$ cat config.mk
export PLATFORM = sky130hd
export DESIGN_NAME = data_memory_controller
export DESIGN_NICKNAME = d
export VERILOG_FILES = /design/src/rtl/data_memory_controller.sv
export SDC_FILE = /design/constraint.sdc
export NUM_CORES = 1
export LEC_CHECK = 0
export BUFFER_PORTS_ARGS = -buffer_cell sky130_fd_sc_hd__buf_2
export CAP_MARGIN = 10
export CORE_MARGIN = 2
export CORE_UTILIZATION = 50
export DETAILED_ROUTE_END_ITERATION = 8
export MAX_ROUTING_LAYER = met4
export PLACE_DENSITY = 0.9
export SYNTH_ARGS = -nofsm -noshare
export SYNTH_HDL_FRONTEND = slang
export SYNTH_SLANG_ARGS = --single-unit
$ cat constraint.sdc
create_clock -name i_clk -period 3.98 [get_ports i_clk]
set_clock_uncertainty 0.15 [all_clocks]
set_input_delay 0.597 -clock i_clk [delete_from_list [all_inputs] [get_ports i_clk]]
set_output_delay 0.597 -clock i_clk [all_outputs]
set_load 0.01 [all_outputs]
$ cat src/rtl/data_memory_controller.sv
// Single-port data memory arbiter: the interrupt unit has priority over the pipeline.
// Each granted request becomes one or two 16-bit accesses; the owner sees a one-cycle done pulse.
module data_memory_controller #(
    parameter int ADDR_WIDTH = 16,
    parameter int DATA_WIDTH = 16
) (
    input  logic                    i_clk,
    input  logic                    i_rst_n,
    input  logic                    i_p_req,
    input  logic                    i_p_write,
    input  logic                    i_p_double,
    input  logic [ADDR_WIDTH-1:0]   i_p_address,
    input  logic [2*DATA_WIDTH-1:0] i_p_write_data,
    output logic                    o_p_done,
    output logic [2*DATA_WIDTH-1:0] o_p_read_data,
    output logic                    o_p_stall,
    input  logic                    i_i_req,
    input  logic                    i_i_write,
    input  logic                    i_i_double,
    input  logic [ADDR_WIDTH-1:0]   i_i_address,
    input  logic [2*DATA_WIDTH-1:0] i_i_write_data,
    output logic                    o_i_done,
    output logic [2*DATA_WIDTH-1:0] o_i_read_data,
    output logic                    o_i_stall,
    output logic [ADDR_WIDTH-1:0]   o_mem_address,
    output logic [DATA_WIDTH-1:0]   o_mem_write_data,
    output logic                    o_mem_read,
    output logic                    o_mem_write,
    input  logic [DATA_WIDTH-1:0]   i_mem_read_data,
    output logic [2:0]              o_dbg_state
);

    // Handshake: a requester raises req with stable fields and holds it until its done
    // pulse; fields are latched at grant, and req still high in the following IDLE is a new request.
    typedef enum logic [2:0] {
        IDLE = 3'd0,
        ACC0 = 3'd1,
        ACC1 = 3'd2,
        CAP  = 3'd3,
        DONE = 3'd4
    } state_t;

    state_t                  state;
    logic                    own_i;
    logic                    wr;
    logic                    dbl;
    logic [ADDR_WIDTH-1:0]   addr;
    logic [2*DATA_WIDTH-1:0] wd;
    logic [DATA_WIDTH-1:0]   res_lo;

    logic                    sel_write;
    logic                    sel_double;
    logic [ADDR_WIDTH-1:0]   sel_addr;
    logic [2*DATA_WIDTH-1:0] sel_wd;
    logic [2*DATA_WIDTH-1:0] cap_result;

    assign sel_write  = i_i_req ? i_i_write      : i_p_write;
    assign sel_double = i_i_req ? i_i_double     : i_p_double;
    assign sel_addr   = i_i_req ? i_i_address    : i_p_address;
    assign sel_wd     = i_i_req ? i_i_write_data : i_p_write_data;

    assign cap_result = dbl ? {i_mem_read_data, res_lo}
                            : {{DATA_WIDTH{1'b0}}, i_mem_read_data};

    assign o_p_stall   = i_p_req && !o_p_done;
    assign o_i_stall   = i_i_req && !o_i_done;
    assign o_dbg_state = state;

    always_ff @(posedge i_clk or negedge i_rst_n) begin
        if (!i_rst_n) begin
            state            <= IDLE;
            own_i            <= 1'b0;
            wr               <= 1'b0;
            dbl              <= 1'b0;
            addr             <= '0;
            wd               <= '0;
            res_lo           <= '0;
            o_mem_address    <= '0;
            o_mem_write_data <= '0;
            o_mem_read       <= 1'b0;
            o_mem_write      <= 1'b0;
            o_p_done         <= 1'b0;
            o_i_done         <= 1'b0;
            o_p_read_data    <= '0;
            o_i_read_data    <= '0;
        end else begin
            case (state)
                IDLE: begin
                    if (i_i_req || i_p_req) begin
                        own_i            <= i_i_req;
                        wr               <= sel_write;
                        dbl              <= sel_double;
                        addr             <= sel_addr;
                        wd               <= sel_wd;
                        o_mem_address    <= sel_addr;
                        o_mem_write_data <= sel_wd[DATA_WIDTH-1:0];
                        o_mem_write      <= sel_write;
                        o_mem_read       <= !sel_write;
                        state            <= ACC0;
                    end
                end
                ACC0: begin
                    if (dbl) begin
                        // Read/write enables stay as set for the second word.
                        o_mem_address    <= addr + ADDR_WIDTH'(1);
                        o_mem_write_data <= wd[2*DATA_WIDTH-1:DATA_WIDTH];
                        state            <= ACC1;
                    end else begin
                        o_mem_read  <= 1'b0;
                        o_mem_write <= 1'b0;
                        if (wr) begin
                            o_i_done <= own_i;
                            o_p_done <= !own_i;
                            state    <= DONE;
                        end else begin
                            state <= CAP;
                        end
                    end
                end
                ACC1: begin
                    o_mem_read  <= 1'b0;
                    o_mem_write <= 1'b0;
                    if (wr) begin
                        o_i_done <= own_i;
                        o_p_done <= !own_i;
                        state    <= DONE;
                    end else begin
                        res_lo <= i_mem_read_data;
                        state  <= CAP;
                    end
                end
                CAP: begin
                    if (own_i) o_i_read_data <= cap_result;
                    else       o_p_read_data <= cap_result;
                    o_i_done <= own_i;
                    o_p_done <= !own_i;
                    state    <= DONE;
                end
                DONE: begin
                    o_p_done <= 1'b0;
                    o_i_done <= 1'b0;
                    state    <= IDLE;
                end
                default: state <= IDLE;
            endcase
        end
    end

endmodule

==> results of run 1 <==
## power by group
group	total, mW	switching (mW)	internal (mW)	leakage (nW)
Combinational	2.57	1.52	1.05	2.25
Clock	1.68	0.632	1.04	0.292
Sequential	2.86	0.522	2.34	1.88
## through the flow
stage | util, % | area, sq um | hold slack [ns]
2_1_floorplan | - | 6868 | 0.1514
3_3_place_gp | 60.48 | 8073 | 0.3064
3_5_place_dp | 60.48 | 8073 | 0.3147
4_1_cts | 65.05 | 8682 | 0.1591
5_1_grt | 65.05 | 8682 | 0.2046
6_report | 65.05 | 8682 | 0.1045
## Yosys cell counts, types with 5 or more instances
library cell,count
mux2i_1,67
buf_2,18
clkbuf_1,21
nor2_1,32
nor3_1,5
o21ai_0,124
nand2_1,155
mux2_2,17
nand3_1,6
a21oi_1,28
a21o_1,5
xor2_1,10
dfrtp_1,154
## layout make-up
class                           instances  area share (%)
Inverter                                2         0.08647
Clock inverter                         13           2.032
Timing Repair Buffer                  231           13.73
Tap cell                              176           2.536
Sequential cell                       154           44.39
Multi-Input combinational cell        485           32.24
Clock buffer                           19           4.986
## layer usage
layer | GRT usage (%) | up-vias
met3 | 4.276 | 45
met1 | 31.15 | 2747
met4 | 12.43 | 0
met2 | 39.47 | 187
li1 | - | 2753
met5 | - | -
## worst min-delay path by stage
stage,to,cells after the start,slack (ns),start
after floorplan,addr[0],0,0.15,i_rst_n
after global placement,o_mem_read,2,0.31,o_mem_read
after detailed placement,o_i_read_data[15],2,0.31,o_i_read_data[15]
after CTS,addr[10],1,0.16,i_rst_n
after global routing,o_mem_address[8],1,0.20,i_rst_n
final,addr[10],1,0.10,i_rst_n
## flip-flops by register name (all words and copies together) (netlist names)
name	cells
wr	1
o_mem_address	16
o_p_read_data	32
o_dbg_state	3
dbl	1
o_i_done	1
o_i_read_data	32
o_p_done	1
o_mem_write	1
o_mem_read	1
addr	16
res_lo	16
wd	16
o_mem_write_data	16
own_i	1
## cell families (layout without fill, tap and decap cells)
kind of cell	Yosys count	after routing	share of synthesized area, %
and+or+nand+nor	216	216	13.08
xor gates and xnor gates	13	13	1.658
AOI/OAI and AO/OA	171	171	13.08
DFF	154	154	56.11
adders and majority gates	1	1	0.1822
muxes	84	84	12.55
buffers and inverters	48	265	3.334
==> impl_metrics.json, run 1 <==
{
  "status": "finished clean",
  "rsz0062_at_grt": "false",
  "place.gp.congestion": 0.8266,
  "via_per_inst": 5.307,
  "grt_pass1_vias": 5605,
  "path_depth": 2,
  "critPathLaunchType": "flip-flop",
  "drive_above_1_share_pct": 31.42,
  "clk_latency_ns": 0.42,
  "tritoncts": "built",
  "drt_iter0_markers": 352,
  "grt-ovfl-total": 0,
  "pin_count": 225,
  "crit_slowest_cell": "nor4b_4",
  "clkSinkCount": 154,
  "ys.flop_type": "dfrtp_1",
  "synth_area_leaders": "dfrtp_1, mux2i_1, o21ai_0",
  "layout_common_cells": "buf_2, nand2_1, dfrtp_1, o21ai_0, mux2i_1",
  "grtUsageTotal_pct": 24.92,
  "yosysUniqueCellTypes": 37,
  "root_buffer": "clkbuf_16",
  "power.total_mw": 7.107,
  "place_hpwl_mm": 12.40,
  "h-tree-depth": 4,
  "regArea_sq_um": 3854,
  "path_clk_slew_ns": 0.06,
  "wirelength_mm": 17.05,
  "core_area_sq_um": 13350,
  "cts_resized": 0,
  "io_buffer_count": 224,
  "setup_tns_ns": 0,
  "r2r_slack_ns": 1.71,
  "m1WireLength_mm": 7.274,
  "fin_cells": 1080,
  "hold_path_class": "input pin to async pin",
  "worstSetupStartpoint": "o_dbg_state[0]",
  "cp_cell_sequence": "nor4b_4, mux2_2",
  "area_growth_pct": 26.42,
  "vdd_drop_max_mv": 0.4168,
  "critPathRequiredTime_ns": 4.13,
  "n_fill_cell": 1083,
  "drc_errors": 0,
  "async_flop_share_pct": 100.0,
  "row_count": 42,
  "final_common_cell": "buf_2",
  "crit_arrival_ns": 2.42,
  "finalNetCount": 1012,
  "cts_setup_buffers": 0,
  "die_y_microns": 121.2,
  "ys_ff_latch": 154,
  "timing.final.crit_share_pct": 57.09,
  "crit_fanout": 17,
  "fmax_ghz": 0.4401,
  "place_inst": 1048,
  "setup_slack_ns": 1.708,
  "synth_nets": 808,
  "pwr_density_cell_nw_per_um2": 818.6,
  "seq_area_frac_synth_pct": 56.11,
  "leakagePower_nw": 4.425,
  "critPathKind": "flip-flop to flip-flop",
  "clk_path_buf_depth": 2,
  "setup_viol": 0,
  "drt_pass1_iterations": 4,
  "die-area_sq_um": 14690,
  "cp_num_buf_inv": 0,
  "drtAntennaViolNets": 0,
  "multiInputGateArea_sq_um": 2799,
  "grt_max_degree": 101,
  "timing.rr.end": "res_lo[0]",
  "crit_family": "simple AND/OR/NAND/NOR gates",
  "finalCriticalPeriod_ns": 2.272,
  "ff2ff_path_depth": 2,
  "critPathMaxStageDelay_ns": 1.04,
  "antenna_cells": 0,
  "via_count": 5732,
  "cap_viol_max_count": 0,
  "highest_layer": "met4",
  "synth_warnings": 0,
  "grt_antenna_before_repair": 0,
  "synth.cell_area_sq_um": 6868,
  "cts_made_buffers": 17,
  "critPathCaptureType": "flip-flop",
  "pre_cts_slack_ns": 1.560,
  "hold_viol": 0,
  "endpoint": "res_lo[0]",
  "syn_inst": 687,
  "slew_headroom_pct": 24.60,
  "route.met2.wl_mm": 8.363,
  "yosysTopAreaCellShare_pct": 56.11,
  "fp.dieW_microns": 121.2,
  "synth_enable_flop_cells": 0,
  "tightest_slew_ns": 1.126,
  "grt_pass1_wl_mm": 27.58,
  "routed-wl-met3_microns": 806,
  "syn_area_per_cell_sq_um": 9.997,
  "r2r_start": "o_dbg_state[0]",
  "initial_core_util_pct": 51.45,
  "timing_max_transition_violations_final": 0,
  "cts_hold_buf": 0,
  "wire_per_inst_microns": 15.79,
  "yosys.area.top_type": "dfrtp_1"
}
No activity file was read; power rests on OpenSTA's default activity.
==> run 2, diff against run 1 <==
==> constraint.sdc (replaced) <==
create_clock -name i_clk -period 2.3 [get_ports i_clk]
set_clock_uncertainty 0.15 [all_clocks]
set_input_delay 0.345 -clock i_clk [delete_from_list [all_inputs] [get_ports i_clk]]
set_output_delay 0.345 -clock i_clk [all_outputs]
set_load 0.01 [all_outputs]
==> impl_metrics.json, run 2 (synthesis results as in run 1) <==
{
  "grt_max_degree": 65,
  "root_buffer": "clkbuf_16",
  "crit_arrival_ns": 2.16,
  "finalCriticalPeriod_ns": 2.011,
  "place.gp.congestion": 0.8472,
  "cap_viol_max_count": 0,
  "fin_area_sq_um": 8795,
  "rsz0062_at_grt": "false",
  "grt_antenna_before_repair": 0,
  "setup_tns_ns": 0,
  "place_hpwl_mm": 12.84,
  "grt-ovfl-total": 0,
  "cts_setup_buffers": 0,
  "tightest_slew_ns": 0.5722,
  "wire_per_inst_microns": 16.26,
  "clkSinkCount": 154,
  "via_per_inst": 5.280,
  "layout_common_cells": "buf_2, nand2_1, dfrtp_1, o21ai_0, mux2i_1",
  "drtAntennaViolNets": 0,
  "post-route-util_pct": 65.89,
  "drt_pass1_iterations": 5,
  "area_growth_pct": 28.06,
  "finalNetCount": 1024,
  "timing_max_transition_violations_final": 0,
  "drc_errors": 0,
  "hold_viol": 0,
  "path_clk_slew_ns": 0.06,
  "critPathLaunchType": "flip-flop",
  "place_inst": 1059,
  "cts_made_buffers": 17,
  "timing.final.crit_share_pct": 87.42,
  "critPathCaptureType": "flip-flop",
  "fp.dieW_microns": 121.2,
  "grtUsageTotal_pct": 25.73,
  "tritoncts": "built",
  "row_count": 42,
  "drive_above_1_share_pct": 32.42,
  "fin_cells": 1092,
  "die-area_sq_um": 14690,
  "slew_headroom_pct": 61.85,
  "cts_resized": 0,
  "hold_path_class": "input pin to flip-flop",
  "crit_fanout": 6,
  "die_y_microns": 121.2,
  "final_common_cell": "buf_2",
  "pwr_density_cell_nw_per_um2": 1402,
  "clk_path_buf_depth": 2,
  "status": "finished clean",
  "drt_iter0_markers": 545,
  "placed_cell_area_sq_um": 8193,
  "pin_count": 225,
  "h-tree-depth": 4,
  "grt_pass1_vias": 5696,
  "critPathKind": "flip-flop to flip-flop",
  "wirelength_mm": 17.75,
  "vdd_drop_max_mv": 0.6968,
  "critPathRequiredTime_ns": 2.45,
  "initial_core_util_pct": 51.45,
  "io_buffer_count": 224,
  "antenna_cells": 0,
  "clk_latency_ns": 0.42,
  "reg_top3": "o_i_read_data (32), o_p_read_data (32)",
  "fmax_ghz": 0.4973,
  "grt_pass1_wl_mm": 28.57,
  "core_area_sq_um": 13350,
  "setup_viol": 0,
  "leakagePower_nw": 4.490,
  "via_count": 5766
}
==> run 2: cell types whose count changed in the layout (fill, tap and decap cells not counted) <==
cell | before | now
inv_6 | 0 | 2
clkbuf_8 | 0 | 4
clkbuf_1 | 2 | 0
clkinv_2 | 5 | 1
buf_12 | 1 | 4
clkinvlp_4 | 3 | 2
bufinv_16 | 4 | 1
dlygate4sd3_1 | 0 | 1
buf_4 | 6 | 14
clkinv_4 | 1 | 5
==> run 2: metal layers <==
layer	vias to the layer above	part of all wire (%)	global-route usage (%)
met3	44	4.8	4.746
met2	194	49	40.73
met4	0	3.2	11.57
li1	2783	-	-
met5	-	0	-
met1	2745	43	32.53
==> run 2: worst paths after layout <==
path / slack [ns] / to / start / cells after the start
worst max-delay path: 0.29 / o_mem_address[15] / addr[2] / 5
worst min-delay path: 0.04 / res_lo[8] / i_mem_read_data[8] / 2
worst max register to register: 0.29 / o_mem_address[15] / addr[2] / 5
worst min register to register: 0.32 / o_mem_write_data[7] / o_mem_write_data[7] / 2
max in group asynchronous: 1.07 / o_i_read_data[14] / i_rst_n / 3
min in group asynchronous: 0.29 / o_mem_address[10] / i_rst_n / 2
==> run 2: cell type report <==
type                       instances  area (sq um)
sequential                       154          3854
timing repair buffer             243          1323
fill                            1060          4553
clock inverter                    11         111.4
clock buffer                      21         480.5
inverter                           2         7.507
multi-input combinational        485          2799
tap                              176         220.2
==> run 2: what timing repair did <==
item / CTS / global route
hold endpoints to repair: 49 / 0
hold buffers: 1 / 0
endpoints found under the setup margin: 0 / 0
==> run 2: where the power goes <==
group / total [mW] / switching [mW] / internal, mW / leakage (nW)
clock: 2.73 / 1.11 / 1.62 / 0.286
combinational: 4.69 / 2.77 / 1.92 / 2.32
sequential: 4.91 / 0.863 / 4.05 / 1.88
total: 12.3 / 4.75 / 7.58 / 4.49
==> run 2: critical path, stage by stage, from the launching register on <==
cell     delay (ns)
dfrtp_1        0.45
nand3_1        0.14
nor3_1         0.49
nand3_1        0.19
xnor2_1        0.16
a221o_1        0.31
==> run 2: through the flow <==
step	hold WS (ns)	power (mW)	worst slack, ns
global placement	0.1703	9.319	0.4259
global route	0.03684	13.22	0.2002
floorplan	-0.1006	7.662	0.4294
detailed placement	0.1787	9.596	0.3343
finish	0.03971	12.33	0.2893
CTS	0.02286	12.39	0.3089
==> run 3, diff against run 2 <==
--- a/config.mk
+++ b/config.mk
@@ -11,7 +11,7 @@
 export CORE_UTILIZATION = 50
 export DETAILED_ROUTE_END_ITERATION = 8
 export MAX_ROUTING_LAYER = met4
-export PLACE_DENSITY = 0.9
+export PLACE_DENSITY = 0.86
 export SYNTH_ARGS = -nofsm -noshare
 export SYNTH_HDL_FRONTEND = slang
 export SYNTH_SLANG_ARGS = --single-unit
==> constraint.sdc (replaced) <==
create_clock -name i_clk -period 2.55 [get_ports i_clk]
set_clock_uncertainty 0.15 [all_clocks]
set_input_delay 0.3825 -clock i_clk [delete_from_list [all_inputs] [get_ports i_clk]]
set_output_delay 0.3825 -clock i_clk [all_outputs]
set_load 0.01 [all_outputs]
==> impl_metrics.json, run 3 (synthesis results as in run 1) <==
{
  "whs_path_depth": 2,
  "hold_viol": 0,
  "hold_ws_ns": 0.08398,
  "root_buffer": "clkbuf_16",
  "core_area_sq_um": 13350,
  "io_buffer_count": 224,
  "crit_fanout": 64,
  "critPathRequiredTime_ns": 2.64,
  "layout_common_cells": "buf_2, nand2_1, dfrtp_1, o21ai_0, mux2i_1",
  "r2r_start": "o_dbg_state[0]",
  "crit_arrival_ns": 2.15,
  "timing.final.crit_share_pct": 80.99,
  "clk_path_buf_depth": 2,
  "grtUsageTotal_pct": 24.94,
  "drt_pass1_iterations": 5,
  "timing_max_transition_violations_final": 0,
  "tritoncts": "built",
  "row_count": 42,
  "holdCritStartpoint": "i_mem_read_data[11]",
  "finalCriticalPeriod_ns": 2.065,
  "reg_top3": "o_i_read_data (32), o_p_read_data (32)",
  "fmax_ghz": 0.4842,
  "vdd_drop_max_mv": 0.7495,
  "final_common_cell": "buf_2",
  "drive_above_1_share_pct": 31.42,
  "grt_pass1_vias": 5513,
  "initial_core_util_pct": 51.45,
  "drc_errors": 0,
  "tightest_slew_ns": 1.030,
  "die_y_microns": 121.2,
  "area_growth_pct": 27.22,
  "antenna_cells": 0,
  "critPathCaptureType": "flip-flop",
  "path_clk_slew_ns": 0.06,
  "leakagePower_nw": 4.454,
  "ff2ff_path_depth": 3,
  "die-area_sq_um": 14690,
  "hold_path_class": "input pin to flip-flop",
  "wirelength_mm": 17.30,
  "status": "finished clean",
  "clkSinkCount": 154,
  "drt_iter0_markers": 455,
  "worstSetupStartpoint": "o_dbg_state[0]",
  "grt_max_degree": 65,
  "critPathKind": "flip-flop to flip-flop",
  "cap_viol_max_count": 0,
  "place_hpwl_mm": 12.43,
  "pwr_density_cell_nw_per_um2": 1265,
  "setup_viol": 0,
  "cts_resized": 0,
  "clk_latency_ns": 0.42,
  "n_fill_cell": 1076,
  "drtAntennaViolNets": 0,
  "cts_made_buffers": 17,
  "via_per_inst": 5.221,
  "via_count": 5654,
  "h-tree-depth": 4,
  "setup_tns_ns": 0,
  "grt_antenna_before_repair": 0,
  "slew_headroom_pct": 31.31,
  "fp.dieW_microns": 121.2,
  "rsz0062_at_grt": "false",
  "place.gp.congestion": 0.8595,
  "grt_pass1_wl_mm": 27.51,
  "finalNetCount": 1016,
  "pin_count": 225,
  "critPathLaunchType": "flip-flop",
  "wire_per_inst_microns": 15.98,
  "grt-ovfl-total": 0
}
==> run 3: cell types whose count changed in the layout (fill, tap and decap cells not counted), sizes merged <==
| cell | before | now |
|---|---|---|
| bufinv | 1 | 2 |
| clkinv | 6 | 3 |
| buf | 242 | 234 |
| inv | 4 | 2 |
| clkbuf | 21 | 24 |
==> run 3: timing repair <==
item,4_1_cts,5_1_grt
buffers inserted,0,0
hold endpoints to repair,44,0
hold buffers,1,0
==> run 3: report_power, final <==
group	total (mW)	internal, mW	switching [mW]
sequential	4.45	3.66	0.795
clock	2.48	1.54	0.942
combinational	4.12	1.70	2.42
total	11.1	6.89	4.16
==> run 3: routing by layer <==
| metal | track usage [%] | routed length (microns) | share of wire [%] | vias up |
|---|---|---|---|---|
| met5 | - | 0 | 0 | - |
| met4 | 10.56 | 483 | 2.8 | 0 |
| met3 | 4.558 | 702 | 4.1 | 34 |
| met2 | 38.87 | 8401 | 49 | 169 |
| met1 | 32.36 | 7717 | 45 | 2694 |
| li1 | - | - | - | 2757 |
==> run 3: worst paths after layout <==
kind / endpoint / slack, ns
max: o_i_read_data[16] / 0.48
min: res_lo[11] / 0.08
max reg2reg: o_i_read_data[16] / 0.48
min reg2reg: o_p_read_data[18] / 0.32
max in group asynchronous: o_i_read_data[19] / 1.29
min in group asynchronous: addr[5] / 0.31
==> run 3: worst max-delay path: stages, from the launching register on <==
cell      delay [ns]
dfrtp_1         0.52
nand3b_1        0.16
or2_2           0.80
o21ai_0         0.23
==> run 3: layout make-up <==
type,instances,area (sq um),share of cell area [%]
Sequential cell,154,3854,44.11
Multi-Input combinational cell,485,2799,32.03
Timing Repair Buffer,235,1275,14.59
Clock buffer,24,491.7,5.628
Tap cell,176,220.2,2.520
Clock inverter,7,90.09,1.031
Inverter,2,7.507,0.08592
==> run 3: metrics by stage <==
stage | power [mW] | cell area [sq um] | instances | util (%) | worst slack, ns
after global routing | 11.87 | 8737 | 1083 | 65.46 | 0.2885
after detailed placement | 8.606 | 8145 | 1051 | 61.02 | 0.4855
after CTS | 11.13 | 8737 | 1083 | 65.46 | 0.4682
after global placement | 8.382 | 8145 | 1051 | 61.02 | 0.6047
after floorplan | 6.911 | 6868 | 687 | - | 0.6794
final | 11.05 | 8737 | 1083 | 65.46 | 0.4847
